`src/rtl/point_serializer.sv`:
```
// point_serializer: captures one affine point (px, py) via a 4-phase handshake and
// streams it little-endian, x then y, over valid/ready. Optional macro: POINT_SERIALIZER_CANON_REDUCE_EN.
module point_serializer #(
    parameter int N      = 448,
    parameter int WITH_Y = 1
) (
    input  logic         clk,
    input  logic         rstn,
    input  logic [N-1:0] px,
    input  logic [N-1:0] py,
    input  logic         res_valid,
    output logic         res_ready,
    output logic [7:0]   dout,
    output logic         dout_valid,
    input  logic         dout_ready,
    output logic         dout_last,
    output logic         busy
);

    localparam int NB    = N / 8;
    localparam int TOTAL = (WITH_Y != 0) ? 2 * NB : NB;
    localparam int SW    = 8 * TOTAL;
    localparam int CW    = $clog2(2 * NB + 1);

    typedef enum logic {
        IDLE,
        SEND
    } state_t;

    state_t          r_state;
    state_t          w_state_nxt;
    logic            r_res_ready;
    logic [SW-1:0]   r_shift;
    logic [CW-1:0]   r_cnt;
    logic [SW-1:0]   w_load;
    logic [N-1:0]    w_px;
    logic [N-1:0]    w_py;
    logic            w_capture;
    logic            w_accept;
    logic            w_last;

`ifdef POINT_SERIALIZER_CANON_REDUCE_EN
    // P448 = 2^448 - 2^224 - 1; only meaningful for N = 448
    localparam logic [N-1:0] P448 = {{(N-225){1'b1}}, 1'b0, {224{1'b1}}};

    assign w_px = (px >= P448) ? (px - P448) : px;
    assign w_py = (py >= P448) ? (py - P448) : py;
`else
    assign w_px = px;
    assign w_py = py;
`endif

    generate
        if (WITH_Y != 0) begin : g_xy
            assign w_load = {w_py, w_px};
        end else begin : g_x
            assign w_load = w_px;
        end
    endgenerate

    assign w_capture = (r_state == IDLE) && res_valid && !r_res_ready;
    assign w_accept  = (r_state == SEND) && dout_ready;
    assign w_last    = (r_cnt == CW'(TOTAL - 1));

    always_ff @(posedge clk or negedge rstn) begin
        if (!rstn) begin
            r_state <= IDLE;
        end else begin
            r_state <= w_state_nxt;
        end
    end

    always_comb begin
        w_state_nxt = r_state;
        case (r_state)
            IDLE:    if (w_capture) w_state_nxt = SEND;
            SEND:    if (w_accept && w_last) w_state_nxt = IDLE;
            default: w_state_nxt = IDLE;
        endcase
    end

    always_comb begin
        dout_valid = (r_state == SEND);
        busy       = (r_state == SEND);
        dout_last  = (r_state == SEND) && w_last;
        dout       = (r_state == SEND) ? r_shift[7:0] : '0;
        res_ready  = r_res_ready;
    end

    // res_ready follows res_valid low independently of state, so it may drop mid-frame
    always_ff @(posedge clk or negedge rstn) begin
        if (!rstn) begin
            r_res_ready <= 1'b0;
        end else if (!res_valid) begin
            r_res_ready <= 1'b0;
        end else if (w_capture) begin
            r_res_ready <= 1'b1;
        end
    end

    always_ff @(posedge clk or negedge rstn) begin
        if (!rstn) begin
            r_shift <= '0;
            r_cnt   <= '0;
        end else if (w_capture) begin
            r_shift <= w_load;
            r_cnt   <= '0;
        end else if (w_accept) begin
            r_shift <= r_shift >> 8;
            r_cnt   <= r_cnt + 1'b1;
        end
    end

endmodule

```
`config.mk`:
```
export PLATFORM = sky130hd
export DESIGN_NAME = point_serializer
export DESIGN_NICKNAME = d
export VERILOG_FILES = /design/src/rtl/point_serializer.sv
export SDC_FILE = /design/constraint.sdc
export NUM_CORES = 2
export LEC_CHECK = 0
export ABC_AREA = 1
export BUFFER_PORTS_ARGS = -buffer_cell sky130_fd_sc_hd__buf_4
export CORE_AREA = 2 2 354 356
export CTS_CLUSTER_DIAMETER = 200
export DETAILED_ROUTE_END_ITERATION = 12
export DIE_AREA = 0 0 356 358
export GPL_TIMING_DRIVEN = 0
export PLACE_DENSITY_LB_ADDON = 0.1
export SLEW_MARGIN = 10
export SYNTH_ARGS = -nofsm -noshare
export SYNTH_HDL_FRONTEND = slang
export SYNTH_SLANG_ARGS = --single-unit
export TNS_END_PERCENT = 10
```
`constraint.sdc`:
```
create_clock -name clk -period 1.7 [get_ports clk]
set_input_delay 0.34 -clock clk [delete_from_list [all_inputs] [get_ports clk]]
set_output_delay 0.34 -clock clk [all_outputs]
set_load 0.1 [all_outputs]
```
# [Word-level counts from Yosys, hierarchy flattened]
# Cells that the tools add are included.
[word_totals] regBits=905 in_bits=900 output_inout_bits=12 word_cells=25
[classes] eq_ne=2 bitwise=1 reduce_logical=7 mux=10 addsub=1
[ops] operator="2-to-1 mux 896 bit" n=2
[ops] operator="2-to-1 mux 7 bit" n=2
[ops] operator="2-to-1 mux 8 bit" n=1
[ops] operator="adder 7 x 1 -> 7 bit (second input constant)" n=1
[ops] operator="== test 7 bit (second input constant)" n=1
[ops] operator="logical AND 1 bit" n=5
[ops] operator="2-to-1 mux 1 bit" n=4
[ops] operator="!= test 2 x 1 -> 1 bit (second input constant)" n=1
[ops] operator="case mux 1 bit (2 select lines)" n=1
[ops] operator="nonzero test 2 bit" n=1
[ops] operator="zero test 1 bit" n=1
[ops] operator="inverter 1 bit" n=1

# [Depth between registers and ports, before layout]
[logic_depth] ltp_word=5 depth_mapped=9 mapped_depth_nobuf=6

# [Worst setup path after synthesis]
# OpenSTA, ideal clock, no wires.
[synth_timing] path_kind="reg2out" start="register r_state, in the netlist busy" end="output port dout_last" path_slack_ps=-1807 path_buffers=0 path_stages_with_launch=3 required_time_ps=1360 arrival_time_ps=3167 path_cell_list="dfrtp_1 > inv_2 > nor3_1"
[synth_via] elab_chain_cells=1
[synth_lines] element="from (decl)" line_no="30" rtl="state_t r_state;"
[synth_lines] element="from (signal assigned)" line_no="69" rtl="r_state <= w_state_nxt;"
[synth_lines] element="logical AND 1 bit" line_no="85" rtl="dout_last = (r_state == SEND) && w_last;"
[synth_lines] element="to (decl)" line_no="16" rtl="output logic dout_last,"
# Every way passes these cells.

# [Worst setup path after layout]
[layout_timing] start="register r_state, in the netlist busy" end="output port dout[1]"
[layout_via] elab_chain_cells=1
[layout_lines] element="2-to-1 mux 8 bit" line_no="86" rtl="dout = (r_state == SEND) ? r_shift[7:0] : '0;"
[layout_lines] element="to (decl)" line_no="13" rtl="output logic [7:0] dout,"
# Every way passes these cells.

==> flow_metrics.py <==
metrics = {
    "detailed_routing": {
        "drtIter0Drc": 3385,
        "antenna_left": 0,
        "drt_wl_total_um": 185100,
        "drt_pre_antenna_iters": 6,
        "via_per_inst": 4.934,
        "detail_route.wl_per_cell_um": 21.28,
        "drcViolationCount": 0,
        "vias": 42930,
    },
    "sta": {
        "clock.fmax_mhz": 468.3,
        "fin_skew_ns": 0.01971,
        "setup_viol": 912,
        "tightest_slew_ns": 0.8905,
        "hold_violations": 100,
        "hold_ws_ns": -0.4326,
        "relSlewSlack_pct": 40.63,
        "rsz0062_at_grt": "yes",
        "layout_min_cycle_time_ns": 2.135,
        "post-route-period-util_pct": 125.6,
        "drv_slew": 0,
        "fin_ws_ns": -0.4354,
    },
    "placement": {
        "dp_slack_ns": -0.9230,
        "dp_hpwl_um": 131200,
        "dpl_cell_area_um2": 50270,
        "place.gp.congestion": 0.8821,
        "io_buffers": 911,
    },
    "clock_network": {
        "clkSinkCount": 905,
        "cts_tree": "built",
        "clkSlewWorstSetupHoldPaths_ns": 0.06,
        "clk_latency_ns": 0.70,
        "cts_hold_buf": 897,
        "cts_root_buf": "clkbuf_16",
        "cts_max_path_buffers": 3,
        "htree_levels": 3,
        "cts_buffers": 107,
    },
    "die": {
        "initial_utilization_pct": 33.36,
        "fp.coreArea_um2": 123300,
        "ios": 912,
        "std_cell_rows": 129,
        "fp.dieArea_um2": 127400,
        "die_h_um": 358,
        "die_x_um": 356,
    },
    "finish": {
        "fin_nets": 7800,
        "final_common_cell": "o21ai_0",
        "fin_util_pct": 53.51,
        "finalInstanceArea_um2": 65980,
        "drive_gt1_share_pct": 22.43,
        "fillCellCount": 11740,
        "area_growth_pct": 60.41,
        "most-common-layout-cells": "o21ai_0, buf_4, nand2_1",
    },
    "global_routing": {
        "grt_use_total_pct": 28.05,
        "grt_max_degree": 149,
        "grt_pass1_wl_um": 272500,
        "overflow": 0,
        "antenna_found_initial": 97,
        "first_global_vias": 43970,
    },
    "power": {
        "peakVddDrop_mv": 0.9154,
        "cellLeakagePower_uw": 0.03072,
        "powerDensity_nw_per_um2": 975.6,
    },
    "synth": {
        "yosysSeqAreaShare_pct": 55.06,
        "syn-instance-count": 4913,
        "synth-seq-cells": 905,
        "ys.warnings.count": 0,
        "synthDistinctLibCells": 21,
        "syn-cell-area_um2": 41130,
        "syn_area_per_cell_um2": 8.372,
        "synth_fp_nets": 5814,
    },
    "setup_path": {
        "critPathCaptureType": "output port",
        "cp_max_fo": 5,
        "cp-start-kind": "flop",
        "required_ns": 1.36,
        "r2r_end": "r_shift[280]",
        "r2r_cells": 11,
        "r2r-start": "busy",
        "r2r_slack_ns": -0.40,
        "critical_path_class": "flop to output port",
        "cp.arrival_ns": 1.80,
    },
    "flow_run": {
        "maxCapViolCount": 0,
    },
    "worst_hold_path": {
        "hp-class": "input port to async pin",
    },
    "status": {
        "violations": "hold timing, setup timing",
        "status": "complete, but fails checks",
    },
}
Yosys cell counts:
master | instances | area, um2
a21boi_0 | 1 | 7.510
a21oi_1 | 3 | 15.01
buf_2 | 184 | 920.9
buf_4 | 13 | 97.59
buf_6 | 11 | 123.9
clkbuf_1 | 124 | 465.5
clkbuf_2 | 38 | 190.2
dfrtp_1 | 905 | 22650
ha_1 | 1 | 12.51
inv_1 | 653 | 2451
inv_2 | 4 | 15.01
nand2_1 | 970 | 3641
nand2_8 | 2 | 40.04
nand3_1 | 59 | 295.3
nand3_2 | 1 | 10.01
nor2_1 | 10 | 37.54
nor3_1 | 6 | 30.03
o211ai_1 | 192 | 1441
o21ai_0 | 1541 | 7712
o21ai_1 | 194 | 970.9
xor2_1 | 1 | 8.760
flip-flops by register name, indices dropped and copies added (netlist names):
name,cells
r_shift,896
r_cnt,7
res_ready,1
busy,1
worst max-delay path: stages (launching register included):
cell        delay [ns]
dfrtp_4           0.53
buf_12            0.16
nand2_4           0.06
clkinvlp_4        0.15
buf_12            0.21
report_power, final:
| part | leakage, uW | total (uW) | switching [uW] | internal [uW] |
|---|---|---|---|---|
| clock network | 0.00186 | 24500 | 9950 | 14600 |
| registers | 0.0122 | 26700 | 1400 | 25300 |
| logic | 0.0167 | 13100 | 6910 | 6210 |
timing repair:
action                                 4_1_cts  5_1_grt
pin swaps                                    3        1
gates cloned                                 5       16
endpoints found under the hold margin      997      100
setup endpoints to repair                  916     1018
setup buffers                               30       16
resized for setup                          314      524
worst max path at each step:
stage / startpoint / to / slack, ns / cells past startpoint
CTS: busy / dout[1] / -0.51 / 4
global placement: rstn / busy / -13.52 / 1
detailed placement: busy / r_shift[582] / -0.92 / 7
floorplan: r_cnt[0] / dout_last / -0.1 / 3
finish: busy / dout[1] / -0.44 / 4
global route: busy / dout[1] / -0.48 / 4
per-stage QoR:
stage | setup TNS, ns | total power (uW) | cells
detailed placement | -525.47 | 37030 | 7467
CTS | -228.00 | 64180 | 8600
global placement | - | 36830 | 7461
finish | -190.60 | 64370 | 8702
floorplan | -0.09623 | 32450 | 4913
global route | -268.89 | 67510 | 8684
routing by layer:
layer	up-vias	GRT usage (%)	share of wire [%]
li1	20220	-	-
met1	21010	35.79	42
met2	1337	48.31	49
met3	310	5.282	6.0
met4	62	8.186	2.6
met5	-	0	0.21
area by class of cell:
class                   count  area, um2  share of cell area (%)
diodes                     74      185.2                  0.2807
plain buffers             366       3038                   4.604
clock buffers             171       3359                   5.092
clock inverters            30      379.1                  0.5746
inverters                 657       2521                   3.821
multi-input cells        2981      14620                   22.16
flip-flops and latches    905      22650                   34.33
well taps                1637       2048                   3.104
repair buffers           1881      17180                   26.03
logic make-up (layout without fill, tap and decap cells):
group           after synthesis  in the layout  synth area share (%)
flops                       905            905                 55.06
xor+xnor                      1              1               0.02130
other cells                   0             74                     0
fa+ha+maj                     1              1               0.03041
buf+inv                    1027           3105                 10.37
simple gates               1048           1048                 9.856
compound gates             1931           1931                 24.67
Power figures use the tool's default switching activity.
